**config.mk**
```make
export PLATFORM = sky130hd
export DESIGN_NAME = vga_timing_monitor
export DESIGN_NICKNAME = d
export VERILOG_FILES = /design/src/rtl/vga_timing_monitor.sv
export SDC_FILE = /design/constraint.sdc
export NUM_CORES = 1
export LEC_CHECK = 0
export ABC_AREA = 1
export CORE_MARGIN = 2
export CORE_UTILIZATION = 50
export CTS_CLUSTER_DIAMETER = 60
export DETAILED_ROUTE_END_ITERATION = 16
export PLACE_DENSITY = 0.78
export SYNTH_ARGS = -nofsm -noshare
export SYNTH_HDL_FRONTEND = slang
export SYNTH_SLANG_ARGS = --single-unit
```
**constraint.sdc**
```tcl
create_clock -name clk25 -period 2.25 [get_ports clk25]
set_clock_uncertainty 0.05 [all_clocks]
set_input_delay 0.45 -clock clk25 [delete_from_list [all_inputs] [get_ports clk25]]
set_output_delay 0.45 -clock clk25 [all_outputs]
set_load 0.05 [all_outputs]
```
**src/rtl/vga_timing_monitor.sv**
```systemverilog
// vga_timing_monitor: measures VGA sync timing against nominal values, tracks lock
// and accumulates a per-frame checksum of the active-area pixels.
module vga_timing_monitor #(
    parameter int H_TOTAL     = 800,
    parameter int H_SYNC      = 96,
    parameter int H_ACT_START = 144,
    parameter int H_ACTIVE    = 640,
    parameter int V_TOTAL     = 525,
    parameter int V_SYNC      = 2,
    parameter int V_ACT_START = 35,
    parameter int V_ACTIVE    = 480,
    parameter int SYNC_POL    = 0,
    parameter int LOCK_FRAMES = 2
) (
    input  logic        clk25,
    input  logic        clr_n,
    input  logic        hsync,
    input  logic        vsync,
    input  logic [2:0]  red,
    input  logic [2:0]  green,
    input  logic [1:0]  blue,
    output logic [10:0] h_period,
    output logic [10:0] h_width,
    output logic [10:0] v_lines,
    output logic [10:0] v_width,
    output logic [23:0] frame_sum,
    output logic        frame_done,
    output logic        frame_err,
    output logic        locked
);
    localparam logic [10:0] HT  = 11'(H_TOTAL);
    localparam logic [10:0] HS  = 11'(H_SYNC);
    localparam logic [10:0] HA0 = 11'(H_ACT_START);
    localparam logic [10:0] HA1 = 11'(H_ACT_START + H_ACTIVE);
    localparam logic [10:0] VT  = 11'(V_TOTAL);
    localparam logic [10:0] VS  = 11'(V_SYNC);
    localparam logic [10:0] VA0 = 11'(V_ACT_START);
    localparam logic [10:0] VA1 = 11'(V_ACT_START + V_ACTIVE);
    localparam logic [10:0] TO  = 11'(2 * H_TOTAL);
    localparam logic [3:0]  LF  = 4'(LOCK_FRAMES);
    localparam logic        POL = 1'(SYNC_POL);

    typedef enum logic [1:0] {SEARCH, MEASURE, LOCKED} state_t;
    state_t state, state_nx;

    logic        hs_r, vs_r, hs_p, vs_p;
    logic [7:0]  pix;
    logic [10:0] hcnt, vcnt, hw_cnt, vw_cnt;
    logic [23:0] sum;
    logic        line_err, h_valid;
    logic [3:0]  good_cnt, gc_inc;
    logic        h_act, v_act, h_lead, h_trail, v_lead;
    logic [10:0] hinc, hpos, vinc, vpos;
    logic        line_bad, win, timeout, frame_end, good;

    function automatic logic [10:0] inc(input logic [10:0] v);
        return (&v) ? v : v + 11'd1;
    endfunction

    // hpos/vpos are the positions of the sample currently in hs_r/pix
    always_comb begin
        h_act     = hs_r == POL;
        v_act     = vs_r == POL;
        h_lead    = h_act && hs_p != POL;
        h_trail   = !h_act && hs_p == POL;
        v_lead    = v_act && vs_p != POL;
        hinc      = inc(hcnt);
        hpos      = h_lead ? 11'd0 : hinc;
        vinc      = h_lead ? inc(vcnt) : vcnt;
        vpos      = v_lead ? 11'd0 : vinc;
        line_bad  = h_lead && h_valid && (hinc != HT || h_width != HS);
        win       = hpos >= HA0 && hpos < HA1 && vpos >= VA0 && vpos < VA1;
        timeout   = state != SEARCH && hpos == TO;
        frame_end = state != SEARCH && v_lead && !timeout;
        good      = !(line_err || line_bad) && vinc == VT && vw_cnt == VS;
        gc_inc    = (&good_cnt) ? good_cnt : good_cnt + 4'd1;
    end

    always_comb begin
        state_nx = timeout ? SEARCH :
                   state == SEARCH ? (v_lead ? MEASURE : SEARCH) :
                   !frame_end ? state :
                   !good ? MEASURE :
                   gc_inc >= LF ? LOCKED : state;
    end

    always_ff @(posedge clk25 or negedge clr_n) begin
        if (!clr_n) state <= SEARCH;
        else state <= state_nx;
    end

    always_ff @(posedge clk25 or negedge clr_n) begin
        if (!clr_n) begin
            hs_r       <= ~POL;
            vs_r       <= ~POL;
            hs_p       <= ~POL;
            vs_p       <= ~POL;
            pix        <= '0;
            hcnt       <= '0;
            vcnt       <= '0;
            hw_cnt     <= '0;
            vw_cnt     <= '0;
            sum        <= '0;
            line_err   <= 1'b0;
            h_valid    <= 1'b0;
            good_cnt   <= '0;
            h_period   <= '0;
            h_width    <= '0;
            v_lines    <= '0;
            v_width    <= '0;
            frame_sum  <= '0;
            frame_done <= 1'b0;
            frame_err  <= 1'b0;
            locked     <= 1'b0;
        end else begin
            {hs_r, vs_r, pix} <= {hsync, vsync, red, green, blue};
            hs_p       <= hs_r;
            vs_p       <= vs_r;
            hcnt       <= hpos;
            vcnt       <= vpos;
            hw_cnt     <= h_lead ? 11'd1 : h_act ? inc(hw_cnt) : hw_cnt;
            vw_cnt     <= v_lead ? {10'd0, h_lead} : (v_act && h_lead) ? inc(vw_cnt) : vw_cnt;
            sum        <= v_lead ? '0 : win ? sum + {16'd0, pix} : sum;
            line_err   <= !v_lead && (line_err || line_bad);
            h_valid    <= !timeout && (h_valid || h_lead);
            frame_done <= frame_end;
            frame_err  <= frame_end && !good;
            if (h_trail) h_width <= hw_cnt;
            if (h_lead && h_valid) h_period <= hinc;
            if (frame_end) begin
                v_lines   <= vinc;
                v_width   <= vw_cnt;
                frame_sum <= sum;
                good_cnt  <= good ? gc_inc : '0;
                locked    <= good && (locked || gc_inc >= LF);
            end
            if (timeout || (state == SEARCH && v_lead)) begin
                good_cnt <= '0;
                locked   <= 1'b0;
            end
        end
    end
endmodule

```
# Word-level counts from Yosys, hierarchy flattened
# Cells that the tools add are included.
[totals]
ff_bits = 159
latch_bits = 0
mem_bits_rw = 0
mem_bits_ro = 0
inputBits = 12
out_inout_bits = 71
wordCells = 112
memories = 0
[op_classes]
n_addsub = 6
multipliers = 0
div = 0
magnitude_cmp = 5
eq_ne = 9
shifts = 0
n_mux = 25
n_bitwise = 3
reduce_logical = 42
[op_table]
columns = ["op", "n"]
rows = [
  ["$mux 11", 11],
  ["$mux 24", 2],
  ["$add 11x1->11 const B", 4],
  ["$reduce_and 11->1", 4],
  ["$add 24x8->24", 1],
  ["$lt 11x10->1 const B", 2],
  ["$logic_and 1x1->1", 19],
  ["$mux 4", 4],
  ["$eq 11x10->1 const B", 1],
  ["$eq 11x11->1 const B", 1],
  ["$eq 11x2->1 const B", 1],
  ["$ge 11x6->1 const B", 1],
  ["$ge 11x8->1 const B", 1],
  ["$ne 11x10->1 const B", 1],
  ["$ne 11x7->1 const B", 1],
  ["$mux 2", 5],
  ["$reduce_bool 2->1", 4],
  ["$reduce_and 2->1", 3],
  ["$logic_or 1x1->1", 5],
  ["$add 4x1->4 const B", 1],
  ["$ge 4x2->1 const B", 1],
  ["$logic_not 1->1", 4],
  ["$ne 2x2->1 const B", 2],
  ["$ne 4x2->1 const B", 1],
  ["6 further kinds", 10],
]

# Logic depth before layout (Yosys ltp)
# Gate-level depths: netlist (run 1).
[logic_depth]
ltp_word = 13
mapped_depth = 18
mapped_depth_nobuf = 17

# Least setup slack after synthesis (run 1)
# No wires, ideal clock.
[synth_timing]
path_kind = "register to register"
startpoint = "reg hcnt[0]"
endpoint = "reg sum[16]"
setup_time_ps = 117
t_arrival_ps = 2052
slack_ps = 31
stages_incl_launch_ff = 17
synth_period_minus_slack_ps = 2219
path_cell_list = "dfrtp_1 -> ha_1 -> nand3_2 -> inv_2 -> nand3_4 -> nand2_1 -> nand2_1 -> inv_2 -> nor2_4 -> nand2_1 -> o21ai_2 -> nand3_2 -> nor2_4 -> nand3_4 -> buf_2 -> nand3_1 -> nand2_1"
[synth_between]
elab_chain_len = 8
[synth_lines]
columns = ["element", "line", "text"]
rows = [
  ["start, declared", "48", "logic [10:0] hcnt, vcnt, hw_cnt, vw_cnt;"],
  ["start signal, assigned", "119", "hcnt <= hpos;"],
  ["$add 11x1->11 / $reduce_and 11->1 (equally long branches)", "57", "return (&v) ? v : v + 11'd1;"],
  ["$mux 11 (*)", "57", ""],
  ["$mux 11 (*)", "68", "hpos = h_lead ? 11'd0 : hinc;"],
  ["named net hpos[4]", "53", "logic [10:0] hinc, hpos, vinc, vpos;"],
  ["$ge 11x8->1 / $lt 11x10->1 (equally long branches)", "72", "win = hpos >= HA0 && hpos < HA1 && vpos >= VA0 && vpos < VA1;"],
  ["$logic_and 1x1->1 (*) (3 in series)", "72", ""],
  ["$reduce_bool 2->1 (no source line) (*)", "--", ""],
  ["end signal, assigned", "123", "sum <= v_lead ? '0 : win ? sum + {16'd0, pix} : sum;"],
  ["end, declared", "49", "logic [23:0] sum;"],
]
# The timed path passes the listed nets; every way through them passes the cells marked *.
# A chain may end at the register's enable or synchronous reset.

# Worst setup path after layout (run 1)
[layout_timing]
startpoint = "reg vcnt[1]"
endpoint = "reg sum[18]"
[layout_between]
elab_chain_len = 8
[layout_lines]
columns = ["element", "line", "text"]
rows = [
  ["start, declared", "48", ""],
  ["start signal, assigned", "120", "vcnt <= vpos;"],
  ["$add 11x1->11 / $reduce_and 11->1 (equally long branches)", "57", ""],
  ["$mux 11", "57", ""],
  ["$mux 11 (*)", "69", "vinc = h_lead ? inc(vcnt) : vcnt;"],
  ["$mux 11 (*)", "70", "vpos = v_lead ? 11'd0 : vinc;"],
  ["$ge 11x6->1", "72", ""],
  ["$logic_and 1x1->1", "72", ""],
  ["$logic_and 1x1->1 (*)", "72", ""],
  ["$reduce_bool 2->1 (no source line) (*)", "--", ""],
]
# Every way passes the cells marked *; elsewhere a longest branch is shown, timed or not.

==> flow_summary.yaml, run 1 <==
yosys:
  netlist_area_um2: 8060
  yosysTopAreaCellShare: 0.481
  syn-num-nets: 1017
  synth-simple-area-share: 0.294
  yosysSeqAreaShare: 0.494
  synth_top_family_by_area: "simple AND/OR/NAND/NOR gates"
  synthXorXnorAreaFrac: 0.0304
  synthCells: 989
  synth-seq-cells: 159
  synth_compound_area_frac: 0.0824
  synth_fa_ha_area_frac: 0.0258
  avgSynthCellArea_um2: 8.15
  synth_area_leaders: "dfrtp_1 (48%), nand2_1 (13%), inv_1 (4.7%)"
  post_synth_num_cell_types: 47
  ys.warnings.count: 0
  yosys.area.top_type: "dfrtp_1"
  synth_mux_area_frac: 0
finish:
  postLayoutCellArea_um2: 11800
  drive_above_1_share: 0.309
  diodes: 0
  final_nets: 1229
  layout_common_cells: "nand2_1 (215), dfrtp_1 (153), buf_4 (107), inv_1 (101), clkdlybuf4s50_1 (81)"
  final_cells: 1430
  area_growth_syn_to_layout_pct: 46.2
  mostFrequentLayoutCell: "nand2_1"
  final_core_util: 0.745
place:
  dp_hpwl_um: 13800
  numPortBuffers: 82
  place_ws_ps: -189
  placed_area_um2: 9770
  routabilityCongestion: 0.900
  dpl.cell_count: 1350
run:
  cap_violations: 0
clock_tree:
  clkTransAtPathRegs_ps: 60
  worstSkewPairLatency_ps: 430
  cts_num_sinks: 159
  cts-htree-levels: 4
  max-clock-path-buffers: 2
  cts_tree: "done"
  cts_made_buffers: 17
  cts-root-buf: "clkbuf_16"
route:
  routed_wl_um: 24900
  vias: 7867
  drt_iter0_drc: 639
  wl_per_cell_um: 17.4
  drcViolationCount: 0
  antenna_left: 0
  drtPass1Iterations: 6
  viasPerCell: 5.50
global_route:
  grt_pass1_wl_um: 32800
  antenna_found_initial: 0
  grt_max_degree: 55
  grt.overflow.total: 0
  grt_pass1_vias: 7083
  grt_usage: 0.242
timing:
  final_hold_viol_count: 0
  max_freq_ghz: 0.405
  worstMarginPinSlew_ps: 588
  period_minus_slack_ps: 2470
  rsz0062_at_grt: "true"
  fin_crit_sh: 1.10
  setup_ws_ps: -219
  maxSlewHeadroom: 0.607
  slew_viol_final: 0
  final-setup-viol-count: 79
  hold_ws_ps: 333
  tns_ps: -11570
floorplan:
  rows: 46
  fp.dieW_um: 131
  die_h_um: 131
  dieArea_um2: 17200
  ios: 83
  core_area_um2: 15800
  initial_core_util: 0.509
setup_path:
  required_ps: 2520
  cp-end-kind: "flip-flop"
  crit_path_start_kind: "flip-flop"
  cp_max_fo: 6
  crit_type: "flip-flop to flip-flop"
  arrival_ps: 2740
pwr:
  power_mw: 8.90
  powerDensity_nw_per_um2: 754
  irDropWorstVdd_uv: 651
  leakage_nw: 5.62
run_status:
  status: "finished, violations left"
  violations: "negative setup slack"
min_path:
  hold_path_class: "flip-flop to flip-flop"
-- flip-flops by register name, indices dropped and copies added (netlist names), 2 cells and up --
register,cells
v_lines,11
vw_cnt,11
v_width,11
good_cnt,4
h_width,11
h_period,11
pix,8
sum,24
vcnt,11
frame_sum,24
hw_cnt,11
state,2
hcnt,11
-- timing repair --
action                     4_1_cts  5_1_grt
gates cloned                     1       13
setup buffers                   10       25
hold buffers                     1        0
pin swaps                        6       38
setup endpoints to repair       49       81
hold endpoints to repair        46        0
resized for setup               26      223
-- power breakdown --
part	switching (mW)	internal (mW)	leakage, nW
combinational	1.41	0.931	3.17
clock	1.19	2.02	0.317
sequential	0.237	3.10	2.13
total	2.84	6.06	5.62
-- cells by family (layout without fill, tap and decap cells) --
group | Yosys count | after routing
fa+ha+maj | 16 | 16
compound gates | 120 | 120
buf+inv | 140 | 364
flops | 159 | 159
simple gates | 526 | 527
xor+xnor | 28 | 28
-- path summary, 6_finish.rpt --
path / from / end / slack [ps] / cells past startpoint
worst max-delay path: vcnt[1]$_DFF_PN0_ / sum[18]$_DFFE_PN0P_ / -220 / 14
worst min-delay path: vs_r$_DFF_PN1_ / vs_p$_DFF_PN1_ / 330 / 0
worst max register to register: vcnt[1]$_DFF_PN0_ / sum[18]$_DFFE_PN0P_ / -220 / 14
worst min register to register: vs_r$_DFF_PN1_ / vs_p$_DFF_PN1_ / 330 / 0
max in group asynchronous: clr_n / frame_sum[5]$_DFFE_PN0P_ / 960 / 3
min in group asynchronous: clr_n / hw_cnt[1]$_DFFE_PN0P_ / 490 / 2
-- layer usage --
metal / vias up / GRT usage / wire [um]
li1: 3611 / - / -
met1: 3809 / 0.306 / 9660
met2: 354 / 0.408 / 12600
met3: 93 / 0.0444 / 1430
met4: 0 / 0.104 / 1130
met5: - / 0 / 0
-- synth_stat cells (all sizes together) --
| cell | number |
|---|---|
| xnor2 | 5 |
| o41ai | 1 |
| nand2 | 302 |
| o21ai | 79 |
| nand4 | 19 |
| a211oi | 2 |
| dfrtp | 155 |
| ha | 15 |
| dfstp | 4 |
| a31oi | 4 |
| or2 | 3 |
| nor2 | 96 |
| nand3 | 70 |
| o31ai | 2 |
| nor3 | 19 |
| o211ai | 2 |
| a21o | 1 |
| or3 | 1 |
| o22ai | 2 |
| o21bai | 3 |
| nor3b | 4 |
| buf | 18 |
| clkinv | 2 |
| a21oi | 21 |
| fa | 1 |
| clkbuf | 10 |
| nor4 | 8 |
| o32ai | 1 |
| nand3b | 3 |
| and2 | 1 |
| o21a | 2 |
| xor2 | 23 |
| inv | 110 |
-- area by class of cell --
type	instances	area [um^2]
Fill cell	942	4040
Clock buffer	21	460
Sequential cell	159	3990
Tap cell	216	270
Timing Repair Buffer	220	2190
Inverter	112	438
Multi-Input combinational cell	691	4260
Clock inverter	11	186
-- critical path, stage by stage, from the launching register on --
cell	delay, ps
dfrtp_1	360
ha_2	220
nand2_4	70
nor3_4	160
nand2_1	110
o21ai_2	260
or2_4	190
nand3_1	110
nor2_2	190
o21ai_4	100
nand3_4	160
nand2_8	90
clkbuf_16	170
nand2_2	50
nand2_1	50
No activity file was read; power rests on OpenSTA's default activity.
==> run 2: changes to the inputs <==
Settings changed: DONT_BUFFER_PORTS set to 1, PLACE_DENSITY 0.78 to 0.72.
==> run 2 against run 1 <==
Net effect:
- the run ends with negative hold slack, negative setup slack left
- first-iteration DRC count down 18%
- die area unchanged
- via count down 8.5%
- power down 9.9%
- combinational power down 36%
- critical path depth up 1
- worst hold slack worse by 670 ps
- utilization down 7.3 points
- register-to-register slack about the same
- clock-buffer cell count down 2
- cell count down 4.8%
- wire length down 17%
- critical path type unchanged
- critical endpoint is now sum[14]$_DFFE_PN0P_
==> flow_summary.yaml, run 2 (synthesized netlist as in run 1, its figures left out) <==
floorplan:
  die_h_um: 131
  rows: 46
  ios: 83
  initial_core_util: 0.509
  dieArea_um2: 17200
  fp.dieW_um: 131
  core_area_um2: 15800
clock_tree:
  worstSkewPairLatency_ps: 430
  hold_buffers: 10
  cts-htree-levels: 4
  cts_num_sinks: 159
  max-clock-path-buffers: 2
  cts-root-buf: "clkbuf_16"
  cts_made_buffers: 17
  cts_tree: "done"
  clkTransAtPathRegs_ps: 70
timing:
  slew_viol_final: 0
  fin_crit_sh: 1.09
  max_freq_ghz: 0.407
  period_minus_slack_ps: 2460
  hold_ws_ps: -335
  final-setup-viol-count: 78
  worstMarginPinSlew_ps: 575
  final_hold_viol_count: 159
  tns_ps: -10560
  setup_ws_ps: -208
  rsz0062_at_grt: "true"
  maxSlewHeadroom: 0.616
setup_path:
  crit_path_start_kind: "flip-flop"
  arrival_ps: 2740
  rr_worst_depth: 15
  crit_type: "flip-flop to flip-flop"
  reg2reg_to: "sum[14]$_DFFE_PN0P_"
  required_ps: 2530
  cp_max_fo: 12
  rr_startpoint: "vcnt[1]$_DFF_PN0_"
  ff2ff_setup_slack_ps: -210
  cp-end-kind: "flip-flop"
place:
  dp_hpwl_um: 12700
  numPortBuffers: 0
  place_ws_ps: -294
  routabilityCongestion: 0.901
route:
  wl_per_cell_um: 15.2
  drt_iter0_drc: 521
  vias: 7197
  drtPass1Iterations: 5
  antenna_left: 0
  viasPerCell: 5.28
  drcViolationCount: 0
  routed_wl_um: 20700
global_route:
  grt.overflow.total: 0
  grt_pass1_vias: 6591
  grt_max_degree: 160
  grt_usage: 0.228
  grt_pass1_wl_um: 30800
  antenna_found_initial: 0
pwr:
  leakage_nw: 5.20
  power_mw: 8.02
  irDropWorstVdd_uv: 627
  powerDensity_nw_per_um2: 754
run:
  cap_violations: 0
finish:
  drive_above_1_share: 0.264
  area_growth_syn_to_layout_pct: 31.8
  final_core_util: 0.672
  diodes: 0
  layout_common_cells: "nand2_1 (254), dfrtp_1 (153), buf_4 (114), inv_1 (100), nor2_1 (72)"
  largest_registers: "frame_sum x24, sum x24"
  fill_cells: 1227
  final_nets: 1161
  mostFrequentLayoutCell: "nand2_1"
run_status:
  status: "finished, violations left"
  violations: "negative hold slack, negative setup slack"
min_path:
  hold_path_class: "primary input to async pin"
## run 2: area by class of cell
cell class | instances | area, um^2 | area share
Clock inverter | 13 | 128 | 0.0120
Inverter | 112 | 448 | 0.0421
Sequential cell | 159 | 3990 | 0.375
Tap cell | 216 | 270 | 0.0254
Clock buffer | 19 | 443 | 0.0417
Multi-Input combinational cell | 691 | 3900 | 0.367
Timing Repair Buffer | 152 | 1460 | 0.137
## run 2: repair_timing
item | in CTS | in global routing
gates cloned | 1 | 10
gates resized for setup | 38 | 99
setup endpoints to repair | 80 | 78
hold endpoints to repair | 169 | 159
pin swaps | 14 | 34
buffers inserted | 6 | 28
## run 2: worst max-delay path, cell delays in order, from the launching register on
cell,delay (ps)
dfrtp_1,390
ha_4,160
nand2_4,60
nor2_4,140
nand3_4,150
buf_6,150
nand3_2,70
o21ai_2,60
or2_1,260
nand2_2,100
nor2_4,50
o21ai_4,160
nand3_4,160
clkbuf_16,210
nand3_1,100
nand2_1,60
## run 2: power breakdown
group          internal (mW)  switching [mW]  total (mW)
registers               3.09           0.623        3.72
logic                  0.666           0.829        1.49
clock network           1.57            1.23        2.80
total                   5.33            2.68        8.02
## run 2: worst max-delay path by stage
stage,depth (start not counted),to,startpoint,slack [ps]
after floorplan,16,sum[16]$_DFFE_PN0P_,hcnt[0]$_DFF_PN0_,30
after global placement,14,frame_sum[7]$_DFFE_PN0P_,hcnt[1]$_DFF_PN0_,-240
after detailed placement,14,frame_sum[6]$_DFFE_PN0P_,hcnt[1]$_DFF_PN0_,-290
after CTS,16,sum[18]$_DFFE_PN0P_,vcnt[0]$_DFF_PN0_,-10
after global routing,15,sum[14]$_DFFE_PN0P_,vcnt[1]$_DFF_PN0_,-310
final,15,sum[14]$_DFFE_PN0P_,vcnt[1]$_DFF_PN0_,-210
## run 2: metrics by stage
| step | cell area, um^2 | hold slack (ps) | instances |
|---|---|---|---|
| floorplan | 8060 | 104 | 989 |
| global placement | 8960 | 108 | 1275 |
| detailed placement | 8960 | 108 | 1275 |
| CTS | 9860 | -349 | 1324 |
| global route | 10600 | -353 | 1362 |
| finish | 10600 | -335 | 1362 |
## run 2: routing by layer
metal  up-vias  routed length (um)  GRT usage
li1       3490                   -          -
met1      3461                8590      0.283
met2       205               10400      0.391
met3        41                1200     0.0554
met4         0                 473     0.0770
met5         -                   0          0
==> run 3: changes to the inputs <==
Settings changed: CTS_CLUSTER_SIZE set to 28.
==> results of run 3 <==
Final layout, timing and power as in run 2 (identical DEF).
